==> src/rtl/mem_bus_decoder_if.sv <==
// Core data port and slave-side bus bundle for mem_bus_decoder.
// master: core plus slave models; slave: the decoder itself.
interface mem_bus_decoder_if #(
  parameter int unsigned N_SLAVES = 7,
  parameter int unsigned ADDR_W   = 32,
  parameter int unsigned DATA_W   = 32
);
  logic                         cpu_read;
  logic                         cpu_write;
  logic [ADDR_W-1:0]            cpu_addr;
  logic [DATA_W-1:0]            cpu_rdata;
  logic                         cpu_ready;
  logic                         cpu_err;
  logic                         busy;
  logic [N_SLAVES-1:0]          slv_cs;
  logic                         slv_we;
  logic [N_SLAVES-1:0]          slv_ready;
  logic [N_SLAVES*DATA_W-1:0]   slv_rdata;

  modport master (
    output cpu_read, cpu_write, cpu_addr, slv_ready, slv_rdata,
    input  cpu_rdata, cpu_ready, cpu_err, busy, slv_cs, slv_we
  );

  modport slave (
    input  cpu_read, cpu_write, cpu_addr, slv_ready, slv_rdata,
    output cpu_rdata, cpu_ready, cpu_err, busy, slv_cs, slv_we
  );
endinterface

==> src/rtl/mem_bus_decoder.sv <==
// Registered address decoder and ready/error handshake between the core data port and N slaves.
// Optional ACCESS watchdog enabled by defining MEM_BUS_DEC_TIMEOUT_EN.
module mem_bus_decoder #(
  parameter int unsigned N_SLAVES = 7,
  parameter int unsigned ADDR_W   = 32,
  parameter int unsigned DATA_W   = 32,
  parameter logic [N_SLAVES*ADDR_W-1:0] SLV_BASE = {
    32'hC000_00AC, 32'hC000_00A8, 32'hC000_0080, 32'hC000_0078,
    32'hC000_0040, 32'hC000_0000, 32'h1000_0000},
  parameter logic [N_SLAVES*ADDR_W-1:0] SLV_LIMIT = {
    32'hC000_00B0, 32'hC000_00AC, 32'hC000_00A8, 32'hC000_0080,
    32'hC000_0078, 32'hC000_0040, 32'hC000_0000},
  parameter int unsigned TIMEOUT  = 16
) (
  input  logic                clk,
  input  logic                rst_n,
  mem_bus_decoder_if.slave    bus
);

  localparam int unsigned IDX_W = (N_SLAVES > 1) ? $clog2(N_SLAVES) : 1;

  if (N_SLAVES < 1 || N_SLAVES > 16) begin : g_bad_n_slaves
    $error("mem_bus_decoder: N_SLAVES must be in 1..16");
  end
  if (TIMEOUT < 1) begin : g_bad_timeout
    $error("mem_bus_decoder: TIMEOUT must be at least 1");
  end

  typedef enum logic [1:0] {
    ST_IDLE   = 2'd0,
    ST_ACCESS = 2'd1,
    ST_RESP   = 2'd2
  } state_e;

  state_e               state_q,  state_d;
  logic [IDX_W-1:0]     idx_q,    idx_d;
  logic [N_SLAVES-1:0]  cs_q,     cs_d;
  logic                 we_q,     we_d;
  logic                 ready_q,  ready_d;
  logic                 err_q,    err_d;
  logic                 busy_q,   busy_d;
  logic [DATA_W-1:0]    rdata_q,  rdata_d;

`ifdef MEM_BUS_DEC_TIMEOUT_EN
  localparam int unsigned TMO_W = $clog2(TIMEOUT + 1);
  logic [TMO_W-1:0]     tmo_q,    tmo_d;
`endif

  logic                 hit;
  logic [IDX_W-1:0]     hit_idx;
  logic                 sel_ready;
  logic [DATA_W-1:0]    sel_rdata;

  // Window decode; scanning from the top lets the lowest matching index win.
  always_comb begin
    hit     = 1'b0;
    hit_idx = '0;
    for (int i = N_SLAVES - 1; i >= 0; i--) begin
      if ((bus.cpu_addr >= SLV_BASE[i*ADDR_W +: ADDR_W]) &&
          (bus.cpu_addr <  SLV_LIMIT[i*ADDR_W +: ADDR_W])) begin
        hit     = 1'b1;
        hit_idx = IDX_W'(i);
      end
    end
  end

  // Only the latched slave's ready and data are observed.
  always_comb begin
    sel_ready = 1'b0;
    sel_rdata = '0;
    for (int i = 0; i < N_SLAVES; i++) begin
      if (idx_q == IDX_W'(i)) begin
        sel_ready = bus.slv_ready[i];
        sel_rdata = bus.slv_rdata[i*DATA_W +: DATA_W];
      end
    end
  end

  always_comb begin
    state_d = state_q;
    idx_d   = idx_q;
    cs_d    = cs_q;
    we_d    = we_q;
    ready_d = 1'b0;
    err_d   = 1'b0;
    rdata_d = rdata_q;
`ifdef MEM_BUS_DEC_TIMEOUT_EN
    tmo_d   = tmo_q;
`endif

    unique case (state_q)
      ST_IDLE: begin
        if (bus.cpu_read && bus.cpu_write) begin
          state_d = ST_RESP;
          ready_d = 1'b1;
          err_d   = 1'b1;
        end else if (bus.cpu_read || bus.cpu_write) begin
          if (hit) begin
            state_d = ST_ACCESS;
            idx_d   = hit_idx;
            cs_d    = N_SLAVES'(1) << hit_idx;
            we_d    = bus.cpu_write;
`ifdef MEM_BUS_DEC_TIMEOUT_EN
            tmo_d   = '0;
`endif
          end else begin
            state_d = ST_RESP;
            ready_d = 1'b1;
            err_d   = 1'b1;
          end
        end
      end

      ST_ACCESS: begin
        if (sel_ready) begin
          state_d = ST_RESP;
          cs_d    = '0;
          ready_d = 1'b1;
          if (!we_q) begin
            rdata_d = sel_rdata;
          end
        end
`ifdef MEM_BUS_DEC_TIMEOUT_EN
        // Ready in the final window cycle still completes normally.
        else if (tmo_q == TMO_W'(TIMEOUT - 1)) begin
          state_d = ST_RESP;
          cs_d    = '0;
          ready_d = 1'b1;
          err_d   = 1'b1;
          tmo_d   = TMO_W'(TIMEOUT);
        end else begin
          tmo_d   = tmo_q + TMO_W'(1);
        end
`endif
      end

      ST_RESP: begin
        state_d = ST_IDLE;
      end

      default: begin
        state_d = ST_IDLE;
        cs_d    = '0;
      end
    endcase

    busy_d = (state_d != ST_IDLE);
  end

  always_ff @(posedge clk or negedge rst_n) begin
    if (!rst_n) begin
      state_q <= ST_IDLE;
      idx_q   <= '0;
      cs_q    <= '0;
      we_q    <= 1'b0;
      ready_q <= 1'b0;
      err_q   <= 1'b0;
      busy_q  <= 1'b0;
      rdata_q <= '0;
`ifdef MEM_BUS_DEC_TIMEOUT_EN
      tmo_q   <= '0;
`endif
    end else begin
      state_q <= state_d;
      idx_q   <= idx_d;
      cs_q    <= cs_d;
      we_q    <= we_d;
      ready_q <= ready_d;
      err_q   <= err_d;
      busy_q  <= busy_d;
      rdata_q <= rdata_d;
`ifdef MEM_BUS_DEC_TIMEOUT_EN
      tmo_q   <= tmo_d;
`endif
    end
  end

  assign bus.slv_cs    = cs_q;
  assign bus.slv_we    = we_q;
  assign bus.cpu_ready = ready_q;
  assign bus.cpu_err   = err_q;
  assign bus.busy      = busy_q;
  assign bus.cpu_rdata = rdata_q;

endmodule

==> src/flat_wrapper.sv <==
// flat-port wrapper written by rule: the top's interface ports become plain ports
module mem_bus_decoder_flat 
#(
  parameter int unsigned N_SLAVES = 7,
  parameter int unsigned ADDR_W   = 32,
  parameter int unsigned DATA_W   = 32,
  parameter logic [N_SLAVES*ADDR_W-1:0] SLV_BASE = {
    32'hC000_00AC, 32'hC000_00A8, 32'hC000_0080, 32'hC000_0078,
    32'hC000_0040, 32'hC000_0000, 32'h1000_0000},
  parameter logic [N_SLAVES*ADDR_W-1:0] SLV_LIMIT = {
    32'hC000_00B0, 32'hC000_00AC, 32'hC000_00A8, 32'hC000_0080,
    32'hC000_0078, 32'hC000_0040, 32'hC000_0000},
  parameter int unsigned TIMEOUT  = 16
)
  (clk, rst_n, bus_cpu_read, bus_cpu_write, bus_cpu_addr, bus_slv_ready, bus_slv_rdata, bus_cpu_rdata, bus_cpu_ready, bus_cpu_err, bus_busy, bus_slv_cs, bus_slv_we);
  mem_bus_decoder_if #(.N_SLAVES(N_SLAVES), .ADDR_W(ADDR_W), .DATA_W(DATA_W)) bus_i ();
  input  logic clk;
  input  logic rst_n;
  input wire logic [$bits(bus_i.cpu_read)-1:0] bus_cpu_read;
  input wire logic [$bits(bus_i.cpu_write)-1:0] bus_cpu_write;
  input wire logic [$bits(bus_i.cpu_addr)-1:0] bus_cpu_addr;
  input wire logic [$bits(bus_i.slv_ready)-1:0] bus_slv_ready;
  input wire logic [$bits(bus_i.slv_rdata)-1:0] bus_slv_rdata;
  output wire logic [$bits(bus_i.cpu_rdata)-1:0] bus_cpu_rdata;
  output wire logic [$bits(bus_i.cpu_ready)-1:0] bus_cpu_ready;
  output wire logic [$bits(bus_i.cpu_err)-1:0] bus_cpu_err;
  output wire logic [$bits(bus_i.busy)-1:0] bus_busy;
  output wire logic [$bits(bus_i.slv_cs)-1:0] bus_slv_cs;
  output wire logic [$bits(bus_i.slv_we)-1:0] bus_slv_we;
  assign bus_i.cpu_read = bus_cpu_read;
  assign bus_i.cpu_write = bus_cpu_write;
  assign bus_i.cpu_addr = bus_cpu_addr;
  assign bus_i.slv_ready = bus_slv_ready;
  assign bus_i.slv_rdata = bus_slv_rdata;
  assign bus_cpu_rdata = bus_i.cpu_rdata;
  assign bus_cpu_ready = bus_i.cpu_ready;
  assign bus_cpu_err = bus_i.cpu_err;
  assign bus_busy = bus_i.busy;
  assign bus_slv_cs = bus_i.slv_cs;
  assign bus_slv_we = bus_i.slv_we;
  mem_bus_decoder #(.N_SLAVES(N_SLAVES), .ADDR_W(ADDR_W), .DATA_W(DATA_W), .SLV_BASE(SLV_BASE), .SLV_LIMIT(SLV_LIMIT), .TIMEOUT(TIMEOUT)) u_core (.clk(clk), .rst_n(rst_n), .bus(bus_i));
endmodule
==> config.mk <==
export PLATFORM = sky130hd
export DESIGN_NAME = mem_bus_decoder_flat
export DESIGN_NICKNAME = d
export VERILOG_FILES = /design/src/rtl/mem_bus_decoder_if.sv /design/src/rtl/mem_bus_decoder.sv /design/src/flat_wrapper.sv
export SDC_FILE = /design/constraint.sdc
export NUM_CORES = 1
export LEC_CHECK = 0
export BUFFER_PORTS_ARGS = -buffer_cell sky130_fd_sc_hd__buf_2
export CAP_MARGIN = 5
export CORE_AREA = 2 2 122 124
export CTS_CLUSTER_DIAMETER = 60
export DETAILED_ROUTE_END_ITERATION = 8
export DIE_AREA = 0 0 124 126
export PLACE_DENSITY = 0.57
export RECOVER_POWER = 25
export SYNTH_ARGS = -nofsm -noshare
export SYNTH_HDL_FRONTEND = slang
export SYNTH_SLANG_ARGS = --single-unit
==> constraint.sdc <==
create_clock -name clk -period 1.85 [get_ports clk]
set_input_delay 0.2775 -clock clk [delete_from_list [all_inputs] [get_ports clk]]
set_output_delay 0.2775 -clock clk [all_outputs]
set_load 0.01 [all_outputs]
==> metrics <==
# fillers around 1,500; initial antenna violation count 0; initial DRC count roughly 150; H-Tree Depth 2; first-pass GRT wire length between 20 and 25 mm; Distinct cells, synth 36; Final Util approximately two fifths; flop-to-flop setup slack -0.08 ns; minimum clock period between 1.5 and 2 ns; final wirelength ~14 mm; Post-synth EDFFs 0; CP Data Required Time a little over 2 ns; DR pass1 iterations 5; Max Cap Violations 0; Worst-path clk slew about 0.070 ns; detailed placer's ending HPWL roughly 11 mm; Final WS setup -0.08266 ns; Hold Path Depth 2; WP data arrival 2.11 ns; most area-hungry cell type in the Yosys netlist dfrtp_1; root buffer cell clkbuf_16; Slew Limit Fails 0; Hold Vio Cnt, Final 0; Comb power frac a little under 40%; worst IR drop on VDD roughly 0.33 mV; CP peak stage delay roughly 0.53 ns; via density per instance 4.897; core area approximately 0.014 mm2; Fin Clk Skew between 0.004 and 0.005 ns; share of post-route cells with drive strength above 1 roughly 57%; Crit Path Class flip-flop to flip-flop; total global-route track usage approximately 18%; FF-to-FF Start u_core.idx_q[2]; number of top-level pins between 300 and 400; count leader, synth nand2_1; worst slew pin tran 1.100 ns; beginning of the worst hold path bus_cpu_write; Syn-to-layout area delta 58.75%; Switching Fraction 33.30%; Crit Reg-Reg Endpoint u_core.bus.slv_cs[0]; RSZ-0062 raised after global routing true; Final Cycle Share 104.5%; PD cells 763.2 mW/mm2; vias 4,300; final setup fails 39; die extent in x 124 um; critical path endpoint category flip-flop; synthesized instance count approximately 390; Finished Cell Area 0.005933 mm2; crit path max fanout 7; DIE HEIGHT roughly 130 um; clock share of power between 20% and 30%; Yosys Warn Count 0; WHS Endpoint u_core.bus.slv_we; status finished, violations left; Sink Count between 40 and 50; syn avg cell area roughly 9.7 um2; final-stage net count 960; cell area after synthesis around 0.0037 mm2; grt ovf 0; CTS tree done; WL/cell 16.40 um; worst rel slew slack 26.65%; share of flip-flops with an asynchronous set or reset 100.0%; DRC viols 0; worst min path class input pin to flip-flop; GPL Wtd Cong between 0.7 and 0.8; register area between 0.001 and 0.0015 mm2; cts bufs inserted 5; vias in the first global route ~4,400; port buffer count about 310; Int Power 3.020 mW; most frequent cells after synthesis nand2_1, dfrtp_1, o21ai_0, o21ai_1; Post-DRT Antenna Nets 0; Fmax achieved between 0.5 and 0.6 GHz; synth top area cells dfrtp_1, mux4_2, mux2i_1; startpoint types flip-flop; CP cell instances nor2_2 -> o32ai_4 -> o21bai_2 -> nand3b_1 -> a21boi_4 -> buf_12 -> mux2_1; clk buf depth 2; Seq/Total Area, Yosys about 32%; area of the die about 0.016 mm2; Flop pwr share between 30% and 40%; syn_nets roughly 650; ant diodes 0; Core Rows between 40 and 50; flip-flop and latch count after synthesis 48; failing checks setup timing; critical path's slowest cell dfrtp_4; Post-DP Area roughly 0.0056 mm2; Multi-input gate area approximately 0.0025 mm2; Starting Density 26.11%; Setup TNS -1.324 ns; post-synth top area share around 32%; Clock Latency Late Sink approximately 0.29 ns; switching power approximately 1.5 mW; critical path's top delay family flip-flops; Buffers & Inverters on Critical Path 1; main flop type after synthesis dfrtp_1; Worst Reg-to-Reg Cells 7; largest net degree at the start of global routing approximately 50; LEAKAGE roughly 2.7 nW
==> logic make-up (layout without fill, tap and decap cells) <==
logic type,count (synthesis),count (layout),share of synthesized area (%)
flops,48,48,32.14
mux,73,73,30.57
buf+inv,36,343,4.319
compound gates,116,116,18.75
simple gates,114,114,14.23
==> through the flow <==
| stage | setup slack (ns) | total power, mW | hold WS, ns | cells |
|---|---|---|---|---|
| floorplan | 0.007457 | 2.477 | -0.01809 | 387 |
| global placement | -0.1470 | 3.376 | 0.2867 | 865 |
| detailed placement | -0.1933 | 3.417 | 0.2931 | 865 |
| CTS | -0.01269 | 4.608 | 0.2353 | 878 |
| global route | -0.2078 | 4.874 | 0.2464 | 878 |
| finish | -0.08266 | 4.528 | 0.2405 | 878 |
==> layout by cell type, fill, tap and decap left out, types with 2 or more instances in the layout <==
cell type and count:
nand2b_1 5, nand2_1 71, o21ai_0 34, a21oi_1 6, nor3_1 4, clkbuf_16 5, nand4_1 2, buf_2 308
nor4_2 2, mux4_2 32, buf_4 17, nor4_1 7, mux2i_1 32, dfrtp_1 45, or2_1 3, nand3_1 3
mux2_1 6, o211ai_1 32, o21ai_1 35, mux2_4 3, dfrtp_4 2, buf_12 5, nor2_2 2, nor2_1 7
==> area by class of cell <==
class | instances | share of cell area, %
Sequential cell | 48 | 20.39
Timing Repair Buffer | 334 | 31.19
Tap cell | 184 | 3.880
Multi-Input combinational cell | 303 | 41.48
Clock inverter | 2 | 0.6537
Inverter | 1 | 0.06326
Clock buffer | 6 | 2.341
==> state kept, by name, summed over array words and instances (netlist names) <==
name and flops:
u_core.bus.busy 1, u_core.state_q 2, u_core.bus.cpu_rdata 32, u_core.bus.cpu_err 1
u_core.bus.slv_cs 7, u_core.idx_q 3, u_core.bus.slv_we 1, u_core.bus.cpu_ready 1
==> power by group through the flow <==
stage / Combinational [mW] / Clock (mW) / Sequential [mW]
final: 1.79 / 1.08 / 1.66
after detailed placement: 1.74 / 0 / 1.68
after global placement: 1.71 / 0 / 1.67
after CTS: 1.82 / 1.12 / 1.67
after global routing: 1.99 / 1.16 / 1.72
after floorplan: 0.625 / 0 / 1.85
==> layer usage <==
| layer | track usage (%) | vias to the layer above | part of all wire (%) |
|---|---|---|---|
| met4 | 3.966 | 0 | 1.1 |
| met2 | 34.49 | 197 | 53 |
| met5 | 0 | - | 0 |
| met3 | 2.989 | 10 | 7.5 |
| li1 | - | 2083 | - |
| met1 | 19.91 | 2010 | 39 |
==> timing repair <==
item | CTS | global route
buffers inserted | 3 | 0
gates resized for setup | 12 | 4
setup endpoints to repair | 39 | 39
endpoints found under the hold margin | 48 | 0
gates cloned | 1 | 0
hold buffers | 1 | 0
pin swaps | 3 | 1
==> worst max path at each step <==
| stage | startpoint | endpoint | slack (ns) | cells after the start |
|---|---|---|---|---|
| global placement | bus_cpu_addr[23] | u_core.bus.slv_cs[5] | -0.15 | 7 |
| CTS | u_core.idx_q[1] | u_core.bus.cpu_rdata[2] | -0.01 | 7 |
| floorplan | u_core.idx_q[2] | u_core.bus.cpu_rdata[8] | 0.007 | 9 |
| detailed placement | u_core.idx_q[2] | u_core.bus.slv_cs[6] | -0.19 | 6 |
| finish | u_core.idx_q[2] | u_core.bus.slv_cs[0] | -0.08 | 7 |
| global route | u_core.idx_q[2] | u_core.bus.slv_cs[0] | -0.21 | 7 |
No activity file was read; power rests on OpenSTA's default activity.
